`src/rtl/mem_pkg.sv`:
```
`default_nettype none
// ----------------------------------------------------------------------------
// mem_pkg : size encodings, FSM states and lane helpers for data-memory access
// Rev 1.0
// ----------------------------------------------------------------------------
package mem_pkg;

   localparam int LANE_W = 32;

   localparam logic [1:0] SZ_BYTE = 2'b00;
   localparam logic [1:0] SZ_HALF = 2'b01;
   localparam logic [1:0] SZ_WORD = 2'b10;
   localparam logic [1:0] SZ_ILL  = 2'b11;

   typedef enum logic [1:0] {
      IDLE   = 2'b00,
      RD     = 2'b01,
      RMW_RD = 2'b10,
      WR     = 2'b11
   } state_t;

   function automatic logic is_misaligned(input logic [1:0] off, input logic [1:0] size);
      logic bad;
      bad = 1'b1;
      case (size)
         SZ_BYTE: bad = 1'b0;
         SZ_HALF: bad = off[0];
         SZ_WORD: bad = |off;
         SZ_ILL:  bad = 1'b1;
      endcase
      return bad;
   endfunction

   function automatic logic [LANE_W-1:0] lane_extract(input logic [LANE_W-1:0] word,
                                                       input logic [1:0]        off,
                                                       input logic [1:0]        size,
                                                       input logic              uns);
      logic [7:0]        b;
      logic [15:0]       h;
      logic [LANE_W-1:0] r;
      case (off)
         2'd0:    b = word[7:0];
         2'd1:    b = word[15:8];
         2'd2:    b = word[23:16];
         default: b = word[31:24];
      endcase
      h = off[1] ? word[31:16] : word[15:0];
      case (size)
         SZ_BYTE: r = {{24{b[7] & ~uns}}, b};
         SZ_HALF: r = {{16{h[15] & ~uns}}, h};
         default: r = word;
      endcase
      return r;
   endfunction

   function automatic logic [LANE_W-1:0] lane_merge(input logic [LANE_W-1:0] word,
                                                     input logic [LANE_W-1:0] wdata,
                                                     input logic [1:0]        off,
                                                     input logic [1:0]        size);
      logic [LANE_W-1:0] r;
      r = word;
      case (size)
         SZ_BYTE: begin
            case (off)
               2'd0:    r[7:0]   = wdata[7:0];
               2'd1:    r[15:8]  = wdata[7:0];
               2'd2:    r[23:16] = wdata[7:0];
               default: r[31:24] = wdata[7:0];
            endcase
         end
         SZ_HALF: begin
            if (off[1]) r[31:16] = wdata[15:0];
            else        r[15:0]  = wdata[15:0];
         end
         default: r = wdata;
      endcase
      return r;
   endfunction

endpackage
`default_nettype wire

```
`src/rtl/mem_lane_align.sv`:
```
`default_nettype none
// ----------------------------------------------------------------------------
// mem_lane_align : combinational load extract/extend and store lane merge
// Rev 1.0
// ----------------------------------------------------------------------------
module mem_lane_align
   import mem_pkg::*;
#(
   parameter int DATA_WIDTH = 32
) (
   input  logic [1:0]            offset,
   input  logic [1:0]            size,
   input  logic                  is_unsigned,
   input  logic [DATA_WIDTH-1:0] rd_word,
   input  logic [DATA_WIDTH-1:0] wr_data,
   output logic [DATA_WIDTH-1:0] load_data,
   output logic [DATA_WIDTH-1:0] merge_data
);

   assign load_data  = lane_extract(rd_word, offset, size, is_unsigned);
   assign merge_data = lane_merge(rd_word, wr_data, offset, size);

endmodule
`default_nettype wire

```
`src/rtl/mem_access_unit.sv`:
```
`default_nettype none
// ----------------------------------------------------------------------------
// mem_access_unit : byte/half/word load-store initiator with RMW sub-word stores
// Rev 1.0
// ----------------------------------------------------------------------------
module mem_access_unit
   import mem_pkg::*;
#(
   parameter int DATA_WIDTH = 32,
   parameter int ADDR_WIDTH = 6
) (
   input  logic                  clk,
   input  logic                  rst_n,
   input  logic                  req_valid,
   output logic                  req_ready,
   input  logic                  req_write,
   input  logic [1:0]            req_size,
   input  logic                  req_unsigned,
   input  logic [ADDR_WIDTH+1:0] req_addr,
   input  logic [DATA_WIDTH-1:0] req_wdata,
   output logic                  rsp_valid,
   output logic                  rsp_err,
   output logic [DATA_WIDTH-1:0] rsp_rdata,
   output logic [ADDR_WIDTH-1:0] mem_addr,
   output logic [DATA_WIDTH-1:0] mem_data,
   output logic                  mem_write,
   output logic                  mem_read,
   input  logic [DATA_WIDTH-1:0] mem_q
);

   state_t                state_q,     state_d;
   logic [ADDR_WIDTH+1:0] addr_q,      addr_d;
   logic [1:0]            size_q,      size_d;
   logic                  unsigned_q,  unsigned_d;
   logic [DATA_WIDTH-1:0] wdata_q,     wdata_d;
   logic [DATA_WIDTH-1:0] merge_q,     merge_d;
   logic                  rsp_valid_q, rsp_valid_d;
   logic                  rsp_err_q,   rsp_err_d;
   logic [DATA_WIDTH-1:0] rsp_rdata_q, rsp_rdata_d;

   logic [DATA_WIDTH-1:0] load_data;
   logic [DATA_WIDTH-1:0] merge_data;

   mem_lane_align #(
      .DATA_WIDTH (DATA_WIDTH)
   ) u_lane_align (
      .offset      (addr_q[1:0]),
      .size        (size_q),
      .is_unsigned (unsigned_q),
      .rd_word     (mem_q),
      .wr_data     (wdata_q),
      .load_data   (load_data),
      .merge_data  (merge_data)
   );

   always_comb begin
      state_d     = state_q;
      addr_d      = addr_q;
      size_d      = size_q;
      unsigned_d  = unsigned_q;
      wdata_d     = wdata_q;
      merge_d     = merge_q;
      rsp_valid_d = 1'b0;
      rsp_err_d   = 1'b0;
      rsp_rdata_d = '0;
      case (state_q)
         IDLE: begin
            if (req_valid) begin
               addr_d     = req_addr;
               size_d     = req_size;
               unsigned_d = req_unsigned;
               wdata_d    = req_wdata;
               if (is_misaligned(req_addr[1:0], req_size)) begin
                  rsp_valid_d = 1'b1;
                  rsp_err_d   = 1'b1;
               end else if (!req_write) begin
                  state_d = RD;
               end else if (req_size == SZ_WORD) begin
                  merge_d = req_wdata;
                  state_d = WR;
               end else begin
                  state_d = RMW_RD;
               end
            end
         end
         RD: begin
            rsp_valid_d = 1'b1;
            rsp_rdata_d = load_data;
            state_d     = IDLE;
         end
         RMW_RD: begin
            merge_d = merge_data;
            state_d = WR;
         end
         WR: begin
            rsp_valid_d = 1'b1;
            state_d     = IDLE;
         end
         default: state_d = IDLE;
      endcase
   end

   always_ff @(posedge clk or negedge rst_n) begin
      if (!rst_n) begin
         state_q     <= IDLE;
         addr_q      <= '0;
         size_q      <= SZ_BYTE;
         unsigned_q  <= 1'b0;
         wdata_q     <= '0;
         merge_q     <= '0;
         rsp_valid_q <= 1'b0;
         rsp_err_q   <= 1'b0;
         rsp_rdata_q <= '0;
      end else begin
         state_q     <= state_d;
         addr_q      <= addr_d;
         size_q      <= size_d;
         unsigned_q  <= unsigned_d;
         wdata_q     <= wdata_d;
         merge_q     <= merge_d;
         rsp_valid_q <= rsp_valid_d;
         rsp_err_q   <= rsp_err_d;
         rsp_rdata_q <= rsp_rdata_d;
      end
   end

   // Strobes also gate on rst_n so a pending negedge write is dropped at once.
   assign req_ready = (state_q == IDLE);
   assign mem_read  = rst_n && ((state_q == RD) || (state_q == RMW_RD));
   assign mem_write = rst_n && (state_q == WR);
   assign mem_addr  = (state_q != IDLE) ? addr_q[ADDR_WIDTH+1:2] : '0;
   assign mem_data  = (state_q == WR) ? merge_q : '0;

   assign rsp_valid = rsp_valid_q;
   assign rsp_err   = rsp_err_q;
   assign rsp_rdata = rsp_rdata_q;

endmodule
`default_nettype wire

```
`config.mk`:
```
export PLATFORM = sky130hd
export DESIGN_NAME = mem_access_unit
export DESIGN_NICKNAME = d
export VERILOG_FILES = /design/src/rtl/mem_pkg.sv /design/src/rtl/mem_lane_align.sv /design/src/rtl/mem_access_unit.sv
export SDC_FILE = /design/constraint.sdc
export NUM_CORES = 1
export LEC_CHECK = 0
export ABC_AREA = 1
export BUFFER_PORTS_ARGS = -buffer_cell sky130_fd_sc_hd__buf_2
export CAP_MARGIN = 40
export CORE_UTILIZATION = 35
export DETAILED_ROUTE_END_ITERATION = 6
export MAX_ROUTING_LAYER = met4
export PLACE_DENSITY = 0.58
export SYNTH_ARGS = -nofsm -noshare
export SYNTH_HDL_FRONTEND = slang
export SYNTH_SLANG_ARGS = --single-unit
```
`constraint.sdc`:
```
create_clock -name clk -period 2.1 [get_ports clk]
set_input_delay 0.315 -clock clk [delete_from_list [all_inputs] [get_ports clk]]
set_output_delay 0.315 -clock clk [all_outputs]
set_load 0.1 [all_outputs]
```
**After elaboration in Yosys (flattened, before gate mapping)**

Cells that the tools add are included.

- Bitwise gates (word level): 3
- Reductions and logical operators: 15
- Equal/unequal tests: 13
- Muxes and demuxes: 30

Operators by type and width:

| kind | number |
|---|---|
| 32-bit two-way mux | 6 |
| 32-bit case mux with 2 select lines | 3 |
| 16-bit two-way mux | 3 |
| 8-bit two-way mux | 4 |
| 8-bit case mux with 3 select lines | 1 |
| 2-bit equality test (second input constant) | 5 |
| 2-bit by 1-bit equality test with 1-bit output (second input constant) | 4 |
| 2-bit zero test | 4 |
| 1-bit two-way mux | 6 |
| 2-bit two-way mux | 3 |
| 6-bit two-way mux | 1 |
| 2-bit case mux with 3 select lines | 1 |
| 5-bit AND reduction | 1 |
| 2-bit by 1-bit != test with 1-bit output (second input constant) | 2 |
| 2-bit != test (second input constant) | 2 |
| 1-bit case mux with 4 select lines | 1 |
| 2-bit AND reduction | 2 |
| 2-bit nonzero test | 2 |
| 2-bit OR reduction | 2 |
| 3-bit OR reduction | 1 |
| 1-bit AND | 2 |
| 1-bit logical AND | 2 |
| 1-bit case mux with 2 select lines | 1 |
| 1-bit logical OR | 1 |
| 1-bit inverter | 1 |

- Bits in registers: 111
- Logic and storage cells: 70
- Input bits: 79

**Longest topological paths before layout**

Gate-level depths: netlist of run 1.

- Word-level depth: 7
- Gate-level depth with buffers: 11
- Gate-level depth less buffers: 9

**By module**

A second synthesis of run 1 with hierarchy kept.

- Cell total of the unflattened synthesis: 961
- Area total of the unflattened synthesis: 6695.2 µm²

By module, submodules not included:

| module | area each (µm²) | cells an instance | seq. area each (µm²) | times used |
|---|---|---|---|---|
| mem_access_unit | 4909.7 | 603 | 2777.7 | 1 |
| mem_lane_align | 1785.5 | 358 | 0.0 | 1 |

**Worst setup path before layout of run 1**

Ideal clock, no wire load.

- Path type: register -> output
- Start: register state_q[0]
- End: output port mem_addr[0]
- Cell stages (with the launch flop): 5
- Path slack: -0.806 ns
- Data arrival time: 2.591 ns
- Buffers on the path: 1
- Cells stage by stage: dfrtp_1 > inv_1 > ha_1 > buf_4 > nor2_1

- Cells in the longest elaborated chain, start to end: 2

Ends and longest elaborated chain:

| element | RTL line | RTL |
|---|---|---|
| start, declared | mem_access_unit.sv:31 | `state_t state_q, state_d;` |
| start signal, assigned | mem_access_unit.sv:115 | `state_q <= state_d;` |
| 2-bit nonzero test | mem_access_unit.sv:131 | `assign mem_addr = (state_q != IDLE) ? addr_q[ADDR_WIDTH+1:2] : '0;` |
| 6-bit two-way mux | mem_access_unit.sv:131 |  |
| end, declared | mem_access_unit.sv:24 | `output logic [ADDR_WIDTH-1:0] mem_addr,` |

No other way between the ends.

**Worst setup path after layout of run 1**

- Start: register state_q[1]
- End: output port mem_addr[1]

Same word-level chain as after synthesis.

==> metrics.cfg, run 1 <==
[routing]
routed_wl_um = 22800
wl_per_cell_um = 17.0
first_iter_violations = 776
dr.pass1.iters = 7
vias_per_cell = 5.10
drc = 16
ant_nets = 0
route.vias.total = 6852

[synthesis]
ys.flop_type = dfrtp_1
synth-seq-cells = 111
syn_area_um2 = 6550
synth_top_area_share_pct = 42.4
netlist_top_cells_count = 361 x nand2_1, 111 x dfrtp_1, 105 x inv_1, 98 x nand3_1, 80 x a21oi_1
ys_warn_count = 0
avgSynthCellArea_um2 = 6.76
netlist-cell-type-count = 24
syn_nets = 1053
ys_top_cells_by_area = dfrtp_1 42%, nand2_1 21%, nand3_1 7.5%
yosys.cell_count.top_type = nand2_1
synthAdderAreaFrac_pct = 0.764
synthCells = 970
synth_top_cell_by_area = dfrtp_1
synth_edf_count = 0
synthMuxAreaShare_pct = 0
synth_top_family_by_area = simple AND/OR/NAND/NOR gates
synth-simple-area-share_pct = 33.8
ys_seq_area_share_pct = 42.4
async_flop_share_pct = 100
synth_xor_area_share_pct = 0
synth_compound_area_share_pct = 12.2

[floorplan]
fp.dieH_um = 139
initial_utilization_pct = 36.1
coreArea_um2 = 18100
core.rowCount = 49
io_pins = 154
fp.dieW_um = 139
dieArea_um2 = 19300

[timing]
max_slew_margin_pct = 59.9
slew_viol_final = 0
clock.fmax_ghz = 0.505
final-setup-viol-count = 0
setup_ws_ns = 0.120
tightest_slew_ns = 0.601
hold_slack_ns = 0.164
final.period_utilization_pct = 94.3
post-route-min-period_ns = 1.98
rsz0062_at_grt = false
skew_ns = 0.0107
hold_viol = 0
setup_tns_ns = 0

[global_routing]
grt_pass1_wl_um = 35800
grt_use_met2_pct = 34.9
grt_use_total_pct = 24.6
gr-total-overflow = 0
grt_pass1_vias = 6223
antenna_found_initial = 1
grt_max_degree = 52
use_met3_pct = 3.90
top_usage_layer = met1
grtUsageMet1_pct = 35.7

[setup_path]
cp_slowest_cell = dfrtp_1
start_kind = flop
rrSetupSlack_ns = 0.29
crit_chain = inv_1 -> ha_4 -> buf_4 -> nor2_4 -> clkbuf_4
path_max_fanout = 9
cp_top_family = buffers and inverters
cp.required_ns = 1.78
path_buf_inv = 3
cpPeakStageDelay_ns = 0.39
crit_type = reg2out
arrival_ns = 1.67
end_kind = output port

[cells_and_area]
drive_gt1_share_pct = 20.0
area.growth.synth_to_final_pct = 30.0
fin_area_um2 = 8520
nets = 1192

[min_path]
hold_class = in2reg

[outcome]
violations = design-rule violations
status = finished, violations left

[flow_run]
cap_viol_max_count = 0

[clocking]
cts_buffers = 9
cts_root_buf = clkbuf_16
htree_levels = 3
clock_latency_ns = 0.36
postCtsSetupBuffers = 0
cts_tree = built
path_clk_slew_ns = 0.07
clock-sinks = 111
cts_buffer_depth = 2

[place]
hpwl_um = 17000
portBuffers = 153
place_area_um2 = 8160
routabilityCongestion = 0.965
pre_cts_ws_ns = 0.354

[power]
pwr_density_cell_nw_per_um2 = 1840
ir_drop_v = 0.000886
fin_total_pwr_w = 0.0157
p_leak_nw = 4.70

## logic make-up (layout without fill, tap and decap cells)
family          Yosys count  in the layout
flops                   111            111
buf+inv                 169            312
simple gates            531            531
other cells               0              1
fa+ha+maj                 4              4
compound gates          155            155
## flip-flops by register name (all words and copies together), names as in the netlist
| register | flops |
|---|---|
| addr_q | 8 |
| merge_q | 32 |
| rsp_err | 1 |
| rsp_rdata | 32 |
| rsp_valid | 1 |
| size_q | 2 |
| state_q | 2 |
| unsigned_q | 1 |
| wdata_q | 32 |
## report_power, final
| group | internal, W | switching [W] | leakage [nW] |
|---|---|---|---|
| combinational | 0.00267 | 0.00743 | 3.12 |
| clock | 0.00114 | 0.000796 | 0.165 |
| sequential | 0.00307 | 0.000582 | 1.41 |
| total | 0.00687 | 0.00881 | 4.70 |
## per-layer routing
metal	wire [µm]	part of all wire (%)
met1	11000	48
met2	9810	43
met3	1690	7.4
met4	343	1.5
met5	0	0
## worst paths after layout
| check | startpoint | endpoint | depth (start not counted) |
|---|---|---|---|
| hold reg to reg | wdata_q[18] | wdata_q[18] | 2 |
| min in group asynchronous | rst_n | merge_q[15] | 3 |
| hold / removal | req_unsigned | unsigned_q | 3 |
| setup / recovery | state_q[1] | mem_addr[1] | 5 |
| setup reg to reg | state_q[0] | merge_q[10] | 8 |
| max in group asynchronous | rst_n | rsp_rdata[30] | 3 |
## final cells by class
class	count	area [µm²]
multi-input combinational	690	3120
antenna	1	2.50
clock buffer	12	267
fill	1852	9620
timing repair buffer	185	1580
sequential	111	2780
clock inverter	3	65.1
inverter	112	420
tap	229	287
## cell usage in the layout, fill, tap and decap left out, types with 2 or more instances in the layout
cell and count:
o21ai_0 61, a21oi_1 80, ha_1 3, inv_1 105, clkbuf_4 7, inv_2 7, nor2_2 4, buf_4 28
nor2_1 37, buf_2 112, clkbuf_8 3, nand2_1 361, nand2_4 2, nor2_4 7, bufinv_16 2, clkbuf_16 9
dfrtp_1 111, buf_12 36, o22ai_1 6, a21boi_0 7, nand4_1 18, nand3_1 98, nand2_2 2
## worst min-delay path, stage by stage
cell and delay, ns:
buf_2 0.08, nand2_1 0.04, o21ai_0 0.05
## metrics by stage
stage,util (%),cells
3_5_place_dp,45.0,1326
3_3_place_gp,44.8,1325
5_1_grt,47.0,1343
4_1_cts,46.9,1342
2_1_floorplan,-,970
6_report,47.0,1343
## timing repair
| action | CTS | global route |
|---|---|---|
| hold endpoints to repair | 13 | 0 |
| hold buffers | 1 | 0 |
| resized for setup | 0 | 7 |
| endpoints found under the setup margin | 0 | 7 |
(Power assumes the default switching activity.)
==> run 2: changes to the inputs <==
CORE_ASPECT_RATIO = 0.9   (was default)
==> metrics.cfg, run 2 (synthesis results as in run 1) <==
[cells_and_area]
final_common_cell = nand2_1
drive_gt1_share_pct = 20.1  ; +0.072 points
num_antenna_cells = 0  ; -1
fin_area_um2 = 8510  ; -0.18%
layout_common_cells = 361 x nand2_1, 111 x dfrtp_1, 111 x buf_2, 105 x inv_1, 98 x nand3_1
nets = 1192  ; unchanged
fill_cells = 1936  ; +4.5%
area.growth.synth_to_final_pct = 29.8

[setup_path]
rrSetupSlack_ns = 0.28  ; about the same
cp.required_ns = 1.78  ; about the same
path_buf_inv = 3  ; unchanged
r2r-end = merge_q[12]
path_max_fanout = 7  ; -2
r2r_start = state_q[0]
arrival_ns = 1.67  ; about the same
cp_slowest_cell = dfrtp_1
end_kind = output port
r2r_cells = 8  ; unchanged
cpPeakStageDelay_ns = 0.39  ; about the same
crit_chain = inv_1 -> ha_4 -> buf_4 -> nor2_4 -> clkbuf_4
crit_type = reg2out
start_kind = flop
cp_top_family = buffers and inverters

[clocking]
cts_tree = built
postCtsSetupBuffers = 0  ; unchanged
cts_buffer_depth = 2  ; unchanged
clock_latency_ns = 0.36  ; about the same
clock-sinks = 111  ; unchanged
path_clk_slew_ns = 0.08  ; about the same
htree_levels = 3  ; unchanged
cts_root_buf = clkbuf_16
cts_buffers = 9  ; unchanged

[timing]
final.period_utilization_pct = 94.7  ; +0.44 points
setup_tns_ns = 0  ; unchanged
clock.fmax_ghz = 0.503  ; -0.46%
post-route-min-period_ns = 1.99  ; +0.00925 ns
setup_ws_ns = 0.111  ; -0.00925 ns
skew_ns = 0.0108  ; +0.0000978 ns
max_slew_margin_pct = 63.5  ; +3.6 points
rsz0062_at_grt = false
slew_viol_final = 0  ; unchanged
tightest_slew_ns = 0.548  ; -0.0535 ns
hold_viol = 0  ; unchanged
final-setup-viol-count = 0  ; unchanged

[routing]
first_iter_violations = 793  ; +2.2%
routed_wl_um = 22600  ; -0.82%
wl_per_cell_um = 16.6  ; -2.0%
vias_per_cell = 4.99  ; -2.2%
dr.pass1.iters = 5  ; -2
ant_nets = 0  ; unchanged
route.vias.total = 6779  ; -1.1%
drc = 0  ; -16

[floorplan]
dieArea_um2 = 19300  ; about the same
coreArea_um2 = 18300  ; +1.1%
initial_utilization_pct = 35.7  ; -0.39 points
core.rowCount = 47  ; -4.1%
fp.dieW_um = 146  ; +5.3%
io_pins = 154  ; unchanged
fp.dieH_um = 132  ; -5.1%

[power]
ir_drop_v = 0.000845  ; -4.6%
p_leak_nw = 4.68  ; -0.40%
fin_total_pwr_w = 0.0155  ; -1.3%
pwr_density_cell_nw_per_um2 = 1820  ; -1.1%

[place]
hpwl_um = 16800  ; -1.4%
routabilityCongestion = 0.989  ; +2.4%
place_area_um2 = 8190  ; +0.34%
pre_cts_ws_ns = 0.299  ; -0.0553 ns
portBuffers = 153  ; unchanged

[global_routing]
grt_max_degree = 95  ; +83%
gr-total-overflow = 0  ; unchanged
grt_pass1_vias = 6167  ; -0.90%
antenna_found_initial = 0  ; -1
grt_use_total_pct = 24.5  ; -0.12 points
grt_pass1_wl_um = 35500  ; -0.87%

[flow_run]
cap_viol_max_count = 0  ; unchanged

[min_path]
hold_class = in2reg
holdPathEnd = wdata_q[13]
hold_depth = 3  ; unchanged
hold_path.startpoint = req_wdata[13]

[outcome]
status = finished clean

run 2: changes by cell type in the layout (fill, tap and decap cells not counted), sizes merged:
cell	before	now
bufinv	2	0
diode	1	0
clkbuf	19	16
inv	112	115
clkinv	1	3
buf	177	178
run 2: repair_timing:
| action | in CTS | in global routing |
|---|---|---|
| hold buffers | 1 | 0 |
| gates resized for setup | 1 | 6 |
| endpoints found under the hold margin | 17 | 0 |
| setup endpoints to repair | 1 | 6 |
run 2: area by class of cell:
type	instances	area (µm²)	share of cell area, %
sequential	111	2780	32.6
multi-input combinational	690	3120	36.7
inverter	112	420	4.94
tap	245	307	3.60
clock inverter	6	52.6	0.618
clock buffer	10	239	2.81
timing repair buffer	185	1590	18.7
run 2: worst max-delay path by stage:
stage	from	endpoint	slack (ns)	depth (start not counted)
finish	state_q[1]	mem_addr[5]	0.11	5
global route	state_q[1]	mem_addr[0]	0.02	5
CTS	state_q[1]	mem_addr[5]	0.003	5
detailed placement	state_q[0]	merge_q[12]	0.30	8
global placement	state_q[0]	merge_q[9]	0.34	8
floorplan	state_q[0]	merge_q[1]	0.12	11
run 2: through the flow:
stage,hold slack (ns),utilization (%),cells
floorplan,0.0194,-,970
global placement,0.242,44.6,1342
detailed placement,0.238,44.6,1342
CTS,0.156,46.3,1359
global route,0.167,46.4,1359
finish,0.160,46.4,1359
run 2: report_power, final:
part / total, W / internal, W / switching (W)
Clock: 0.00171 / 0.000859 / 0.000852
Sequential: 0.00362 / 0.00306 / 0.000559
Combinational: 0.0102 / 0.00273 / 0.00742
run 2: worst min-delay path, stage by stage:
cell and delay (ns):
buf_2 0.09, nand2_1 0.05, nand2_1 0.04
run 2: routing by layer:
layer | global-route usage [%] | routed length (µm)
met5 | - | 0
met4 | 5.90 | 290
met2 | 33.5 | 9450
met1 | 36.8 | 11100
met3 | 4.43 | 1740
==> run 3: changes to the inputs <==
SETUP_SLACK_MARGIN = 0.3   (was default)
==> metrics.cfg, run 3 (synthesis results as in run 1) <==
[outcome]
status = finished clean

[routing]
routed_wl_um = 23300  ; +3.2%
vias_per_cell = 5.05  ; +1.3%
wl_per_cell_um = 17.1  ; +2.7%
drc = 0  ; unchanged
ant_nets = 0  ; unchanged
first_iter_violations = 632  ; -20%
route.vias.total = 6897  ; +1.7%
dr.pass1.iters = 5  ; unchanged

[setup_path]
start_kind = flop
r2r_start = state_q[1]
rrSetupSlack_ns = 0.28  ; about the same
cp.required_ns = 1.78  ; about the same
crit_type = reg2out
cpPeakStageDelay_ns = 0.44  ; +0.05 ns
cp_slowest_cell = dfrtp_2
crit_chain = ha_4 -> buf_16 -> nand2_2 -> clkinvlp_4 -> buf_12
crit_start = state_q[0]
arrival_ns = 1.56  ; -0.11 ns
end_kind = output port
r2r-end = rsp_rdata[4]
r2r_cells = 4  ; -4
path_max_fanout = 17  ; +10

[global_routing]
gr-total-overflow = 0  ; unchanged
grt_use_total_pct = 25.6  ; +1.1 points
grt_max_degree = 88  ; -7.4%
grt_pass1_wl_um = 36700  ; +3.5%
grt_pass1_vias = 6475  ; +5.0%
antenna_found_initial = 0  ; unchanged

[clocking]
cts_buffer_depth = 2  ; unchanged
clock_latency_ns = 0.36  ; about the same
cts_root_buf = clkbuf_16
cts_buffers = 9  ; unchanged
cts_tree = built
clock-sinks = 111  ; unchanged
htree_levels = 3  ; unchanged
path_clk_slew_ns = 0.07  ; about the same

[timing]
hold_viol = 0  ; unchanged
slew_viol_final = 0  ; unchanged
skew_ns = 0.00739  ; -0.00345 ns
max_slew_margin_pct = 58.1  ; -5.4 points
tightest_slew_ns = 0.629  ; +0.0812 ns
final-setup-viol-count = 0  ; unchanged
rsz0062_at_grt = true
clock.fmax_ghz = 0.533  ; +6.0%
post-route-min-period_ns = 1.88  ; -0.112 ns
setup_tns_ns = 0  ; unchanged
final.period_utilization_pct = 89.4  ; -5.3 points

[floorplan]
fp.dieW_um = 146  ; unchanged
fp.dieH_um = 132  ; unchanged
dieArea_um2 = 19300  ; unchanged
initial_utilization_pct = 35.7  ; unchanged
core.rowCount = 47  ; unchanged
coreArea_um2 = 18300  ; unchanged
io_pins = 154  ; unchanged

[power]
pwr_density_cell_nw_per_um2 = 1820  ; about the same
p_leak_nw = 4.49  ; -4.0%
seq_power_share_pct = 22.9  ; -0.5 points
netSwitchingFraction_pct = 56.1  ; -0.93 points
internal_power_w = 0.00712  ; +7.0%
ir_drop_v = 0.00102  ; +21%
power.share.clock_pct = 9.8  ; -1.2 points
combPwrFrac_pct = 67.2  ; +1.6 points
power.switching_w = 0.00910  ; +3.1%

[cells_and_area]
nets = 1199  ; +0.59%
drive_gt1_share_pct = 26.3  ; +6.1 points
final_common_cell = nand2_1
layout_common_cells = 331 x nand2_1, 111 x buf_2, 110 x dfrtp_1, 97 x nand3_1, 79 x a21oi_1
num_antenna_cells = 0  ; unchanged
area.growth.synth_to_final_pct = 36.1
finish.utilization_pct = 48.6  ; +2.2 points

[flow_run]
cap_viol_max_count = 0  ; unchanged

[place]
hpwl_um = 16900  ; +0.74%
portBuffers = 153  ; unchanged
routabilityCongestion = 0.951  ; -3.8%

[min_path]
hold_class = in2async

[run 3: changes by cell type in the layout (fill, tap and decap cells not counted), moves of 2 or more]
cell,delta
inv_1,-31
clkinvlp_4,+30
nand2_1,-30
nand2_2,+28
buf_12,+10
clkbuf_4,-6
clkbuf_1,+4
buf_6,+3
clkinv_4,-3
inv_6,-3
clkinv_2,+2
ha_1,-2
nand2_4,+2
[run 3: routing by layer]
metal,track usage [%],vias to the layer above,wire (µm)
met5,-,-,0
met2,36.7,235,10100
met1,37.0,3280,11400
li1,-,3358,-
met4,7.52,0,398
met3,3.98,24,1420
[run 3: worst max-delay path by stage]
| stage | to | slack, ns |
|---|---|---|
| after floorplan | merge_q[1] | 0.23 |
| after global placement | merge_q[22] | 0.34 |
| after detailed placement | merge_q[0] | 0.30 |
| after CTS | mem_data[5] | 0.23 |
| after global routing | mem_data[9] | 0.18 |
| final | mem_data[7] | 0.22 |
[run 3: metrics by stage]
stage	instance area, µm²	setup WS (ns)	hold WS, ns	power (W)	std cells
4_1_cts	8790	0.227	0.0536	0.0159	1360
2_1_floorplan	6740	0.233	0.0194	0.0111	970
6_report	8920	0.223	0.0482	0.0162	1365
3_3_place_gp	8320	0.345	0.449	0.0138	1342
3_5_place_dp	8320	0.297	0.446	0.0139	1342
5_1_grt	8920	0.179	0.0680	0.0173	1365
[run 3: power groups by stage]
stage	registers, W	logic, W	clock network [W]
2_1_floorplan	0.00493	0.00617	0
3_3_place_gp	0.00367	0.0101	0
3_5_place_dp	0.00367	0.0102	0
4_1_cts	0.00370	0.0106	0.00162
5_1_grt	0.00383	0.0117	0.00171
6_report	0.00372	0.0109	0.00160
[run 3: critical path, delay by kind of cell (launching register included)]
| kind | cells | cell delay (ns) |
|---|---|---|
| buf+inv | 3 | 0.45 |
| flops | 1 | 0.44 |
| fa+ha+maj | 1 | 0.21 |
| simple gates | 1 | 0.09 |
[run 3: area by class of cell]
type,instances,area [µm²]
multi-input combinational,690,3230
fill,1865,9430
tap,245,307
clock buffer,14,254
inverter,112,537
sequential,111,2780
clock inverter,1,5.00
timing repair buffer,192,1800
[run 3: timing repair]
action | CTS | global route
setup endpoints to repair | 46 | 98
pin swaps | 1 | 2
hold buffers | 0 | 0
resized for setup | 55 | 23
cloned | 1 | 0
setup buffers | 2 | 5
